### src/rtl/bin2bcd_seq.sv
// Sequential double-dabble binary-to-BCD converter, one binary bit per clock,
// with valid/ready on both sides and a leading-zero blanking mask.

module bin2bcd_seq_dig (
  input  logic [3:0] i_d,
  output logic [3:0] o_d
);
  assign o_d = (i_d >= 4'd5) ? i_d + 4'd3 : i_d;
endmodule

module bin2bcd_seq #(
  parameter int WIDTH  = 16,
  parameter int DIGITS = 5
) (
  input  logic                  clk,
  input  logic                  rst,
  input  logic                  in_valid,
  output logic                  in_ready,
  input  logic [WIDTH-1:0]      x,
  output logic                  out_valid,
  input  logic                  out_ready,
  output logic [4*DIGITS-1:0]   bcd,
  output logic [DIGITS-1:0]     blank
);

  // 10^DIGITS > 2^WIDTH-1  <=>  all-ones divided by 10 DIGITS times reaches zero.
  function automatic bit digits_fit();
    logic [WIDTH+3:0] v;
    v = {4'd0, {WIDTH{1'b1}}};
    for (int i = 0; i < DIGITS; i++) v = v / (WIDTH+4)'(10);
    return v == '0;
  endfunction

  if (WIDTH < 1 || DIGITS < 1) begin : g_bad_size
    $error("bin2bcd_seq: WIDTH and DIGITS must be >= 1");
  end
  if (!digits_fit()) begin : g_bad_digits
    $error("bin2bcd_seq: DIGITS too small to hold 2^WIDTH-1");
  end

  localparam int CW = $clog2(WIDTH + 1);
  localparam int AW = 4 * DIGITS;
  localparam logic [DIGITS-1:0] BLANK_RST = ~(DIGITS'(1));

  typedef enum logic [1:0] {S_IDLE, S_SHIFT, S_DONE} state_t;

  state_t            r_state, w_state_nx;
  logic [WIDTH-1:0]  r_bin;
  logic [AW-1:0]     r_acc;
  logic [CW-1:0]     r_cnt;
  logic [AW-1:0]     r_bcd;
  logic [DIGITS-1:0] r_blank;

  logic [AW-1:0]       w_adj;
  logic [AW+WIDTH-1:0] w_cat;
  logic [AW-1:0]       w_acc_nx;
  logic [WIDTH-1:0]    w_bin_nx;
  logic [DIGITS-1:0]   w_blank;
  logic                w_last;

  for (genvar i = 0; i < DIGITS; i++) begin : g_dig
    bin2bcd_seq_dig u_dig (
      .i_d (r_acc[4*i +: 4]),
      .o_d (w_adj[4*i +: 4])
    );
    // Digit i blanks when it and every digit above it are zero; units never blank.
    if (i == 0) begin : g_units
      assign w_blank[i] = 1'b0;
    end else begin : g_upper
      assign w_blank[i] = (w_acc_nx[AW-1:4*i] == '0);
    end
  end

  assign w_cat    = {w_adj, r_bin} << 1;
  assign w_acc_nx = w_cat[AW+WIDTH-1 -: AW];
  assign w_bin_nx = w_cat[WIDTH-1:0];

  always_ff @(posedge clk) begin
    if (rst) r_state <= S_IDLE;
    else     r_state <= w_state_nx;
  end

  always_comb begin
    w_state_nx = r_state;
    w_last     = 1'b0;
    unique case (r_state)
      S_IDLE:  if (in_valid) w_state_nx = S_SHIFT;
      S_SHIFT: begin
        w_last = (r_cnt == CW'(WIDTH - 1));
        if (w_last) w_state_nx = S_DONE;
      end
      S_DONE:  if (out_ready) w_state_nx = S_IDLE;
      default: w_state_nx = S_IDLE;
    endcase
  end

  always_ff @(posedge clk) begin
    if (rst) begin
      r_bin   <= '0;
      r_acc   <= '0;
      r_cnt   <= '0;
      r_bcd   <= '0;
      r_blank <= BLANK_RST;
    end else begin
      unique case (r_state)
        S_IDLE: if (in_valid) begin
          r_bin <= x;
          r_acc <= '0;
          r_cnt <= '0;
        end
        S_SHIFT: begin
          r_bin <= w_bin_nx;
          r_acc <= w_acc_nx;
          r_cnt <= r_cnt + 1'b1;
          if (w_last) begin
            r_bcd   <= w_acc_nx;
            r_blank <= w_blank;
          end
        end
        default: ;
      endcase
    end
  end

  assign in_ready  = (r_state == S_IDLE) && !rst;
  assign out_valid = (r_state == S_DONE);
  assign bcd       = r_bcd;
  assign blank     = r_blank;

endmodule

### config.mk
export PLATFORM = sky130hd
export DESIGN_NAME = bin2bcd_seq
export DESIGN_NICKNAME = d
export VERILOG_FILES = /design/src/rtl/bin2bcd_seq.sv
export SDC_FILE = /design/constraint.sdc
export NUM_CORES = 1
export LEC_CHECK = 0
export BUFFER_PORTS_ARGS = -buffer_cell sky130_fd_sc_hd__buf_2
export CAP_MARGIN = 20
export CELL_PAD_IN_SITES_DETAIL_PLACEMENT = 2
export CELL_PAD_IN_SITES_GLOBAL_PLACEMENT = 2
export CORE_MARGIN = 2
export CORE_UTILIZATION = 36
export CTS_BUF_LIST = sky130_fd_sc_hd__clkbuf_16
export DETAILED_ROUTE_END_ITERATION = 16
export GPL_TIMING_DRIVEN = 1
export PLACE_DENSITY = 0.89
export SYNTH_ARGS = -nofsm -noshare
export SYNTH_HDL_FRONTEND = slang
export SYNTH_SLANG_ARGS = --single-unit
### constraint.sdc
create_clock -name clk -period 4.4 [get_ports clk]
set_input_delay 0.66 -clock clk [delete_from_list [all_inputs] [get_ports clk]]
set_output_delay 0.66 -clock clk [all_outputs]
set_load 0.1 [all_outputs]
==> flow_summary.yaml <==
hold_path:
  holdPathStages: 2
  holdCritPathClass: "reg -> reg"
  min_to: "bcd[17]"
  worstHoldStart: "bcd[17]"
timing:
  max_freq_ghz: 0.390
  postLayoutSetupSlackWorst_ps: 1840
  finalHoldViolCount: 0
  relSlewSlack: 0.318
  min_period_ps: 2560
  max_slew.worst_pin.slew_ps: 1020
  fin_setup_tns_ps: 0
  rsz0062_at_grt: "no"
  setup_viol: 0
  skew_ps: 5.05
  slew_violations: 0
  period_share: 0.582
logic_synthesis:
  async_flop_share: 0
  synth_nets: 448
  synth_area_um2: 3300
  ys_ff_latch: 67
  synth.distinct_cells: 36
  synth_edf_count: 0
  synth_area_per_cell_um2: 7.93
  synthFlopType: "dfxtp_1"
  yosysSeqAreaShare: 0.406
  synth_cells: 416
  yosys_warnings: 0
critical_path:
  path_cells: "ha_1 -> and3_1 -> ha_1 -> and3b_1 -> nand3_1 -> a211oi_2 -> nand4_1 -> o31ai_1"
  crit_arrival_ps: 2800
  end_kind: "register"
  path_common_cell: "ha_1"
  crit_slowest_cell: "and3b_1"
  r2r_start: "r_cnt[0]"
  cp_max_fo: 17
  reg2reg_setup_slack_ps: 1840
  crit_type: "reg -> reg"
  cp-start-kind: "register"
  cp.required_ps: 4640
  max_stage_delay_ps: 620
  r2r_end: "blank[1]"
  r2r_cells: 8
cts:
  hold_buffers: 0
  cts_max_level: 3
  cts_resized: 0
  cts_sinks: 67
  cts_tree: "built"
  root_buffer: "clkbuf_16"
  clock_latency_ps: 330
  cts_buffers: 9
  post_cts_buffers: 0
  clk_path_buf_depth: 2
  path_clk_slew_ps: 50
detailed_routing:
  route.antenna.remaining_nets: 0
  drt_iter0_drc: 115
  routedWlPerCell_um: 19.7
  drt-total-wl_um: 11000
  drtPass1Iterations: 4
  vias: 3112
  drc: 0
  via_per_inst: 5.56
floorplan:
  placementRows: 34
  die_area_um2: 9950
  initial_core_util: 0.375
  die_y_um: 99.8
  ios: 47
  die_w_um: 99.8
  core_um2: 8810
placement:
  gp_congestion: 0.765
  pre_cts_ws_ps: 1900
  dpl.hpwl_um: 6740
  port_buffers: 45
global_routing:
  grt_pass1_wl_um: 18100
  antenna_found_initial: 0
  grt_max_degree: 68
  grt-ovfl-total: 0
  track_usage: 0.234
  grt_pass1_vias: 3458
job:
  cap_violations: 0
cells_and_area:
  final_util: 0.441
  fin_nets: 479
  antenna_cells: 0
  drive_gt1_frac: 0.164
  area_growth_pct: 17.6
power:
  power-per-cell-area_nw_per_um2: 388
  p_leak_uw: 0.00159
  ir_drop_mv: 0.157
outcome:
  status: "finished, final reports clean"
-- sequential cells by signal, summed over array words and instances, names as in the netlist --
register	count
r_state	2
bcd	20
blank	4
r_bin	16
r_acc	20
r_cnt	5
-- layer usage --
layer | wire length [µm] | vias up | GRT usage
met5 | 0 | - | 0
met4 | 203 | 0 | 0.0991
met3 | 318 | 17 | 0.0422
met2 | 5760 | 51 | 0.420
met1 | 4760 | 1545 | 0.273
li1 | - | 1499 | -
-- layout by cell type, fill, tap and decap left out, types with 9 or more instances in the layout --
cell       Yosys  routed
nor2_1        68      68
dfxtp_1       67      67
a21oi_1       60      60
buf_2         12      45
nand2_1       34      34
inv_1         20      21
a22oi_1       14      14
ha_1          12      12
nor2b_1       10      10
mux2i_1       10      10
nor3_1         9       9
o21ai_0        9       9
nand3_1        9       9
clkbuf_16      0       9
-- synthesized netlist by cell type (all sizes together) (9+ instances only) --
library cell	instances	area (µm²)
a211oi	9	72.6
a21oi	60	300
a22oi	14	105
buf	14	71.3
clkbuf	17	63.8
dfxtp	67	1340
ha	12	150
inv	20	75.1
mux2i	10	100
nand2	34	128
nand3	9	45.0
nor2	68	255
nor2b	10	62.6
nor3	9	45.0
o21ai	11	55.1
-- kinds of logic (layout without fill, tap and decap cells) --
kind of cell,Yosys count,count (layout),share of synthesized area
muxes,10,10,0.0303
other,1,1,0.00114
and+or+nand+nor,153,153,0.212
xor gates and xnor gates,5,5,0.0133
DFF,67,67,0.406
adders and majority gates,12,12,0.0455
AOI/OAI and AO/OA,117,117,0.228
buffers and inverters,51,87,0.0637
-- worst max-delay path by stage --
stage	startpoint	endpoint	slack [ps]	depth (start not counted)
5_1_grt	r_cnt[0]	blank[1]	1620	8
2_1_floorplan	rst	in_ready	730	3
3_5_place_dp	r_cnt[0]	blank[1]	1900	8
3_3_place_gp	r_cnt[0]	blank[1]	2140	8
6_report	r_cnt[0]	blank[1]	1840	8
4_1_cts	r_cnt[0]	blank[1]	1830	8
-- critical path: cells and delay by family, from the launching register on --
| kind | cells | cell delay (ps) |
|---|---|---|
| AO/OA/AOI/OAI | 2 | 500 |
| flip-flops | 1 | 390 |
| AND/OR/NAND/NOR | 4 | 1150 |
| adder cells (fa/ha/maj) | 2 | 420 |
-- metrics by stage --
step / total power [µW] / hold WS (ps) / cell area [µm²] / cells
final: 1500 / 457 / 3880 / 560
after global routing: 1560 / 477 / 3880 / 560
after CTS: 1520 / 462 / 3880 / 560
after detailed placement: 753 / 450 / 3570 / 544
after global placement: 744 / 442 / 3570 / 544
after floorplan: 720 / 454 / 3300 / 416
-- where the power goes --
| part | internal [µW] | switching (µW) |
|---|---|---|
| clock network | 489 | 273 |
| logic | 35.0 | 72.3 |
| registers | 622 | 12.5 |
| total | 1150 | 358 |
-- final cells by class --
class,count,area [µm²]
Fill cell,1001,4930
Clock inverter,7,83.8
Timing Repair Buffer,51,270
Sequential cell,67,1340
Tap cell,108,135
Inverter,20,75.1
Multi-Input combinational cell,298,1750
Clock buffer,9,225
Note: power is estimated with default switching activity, not from simulation.
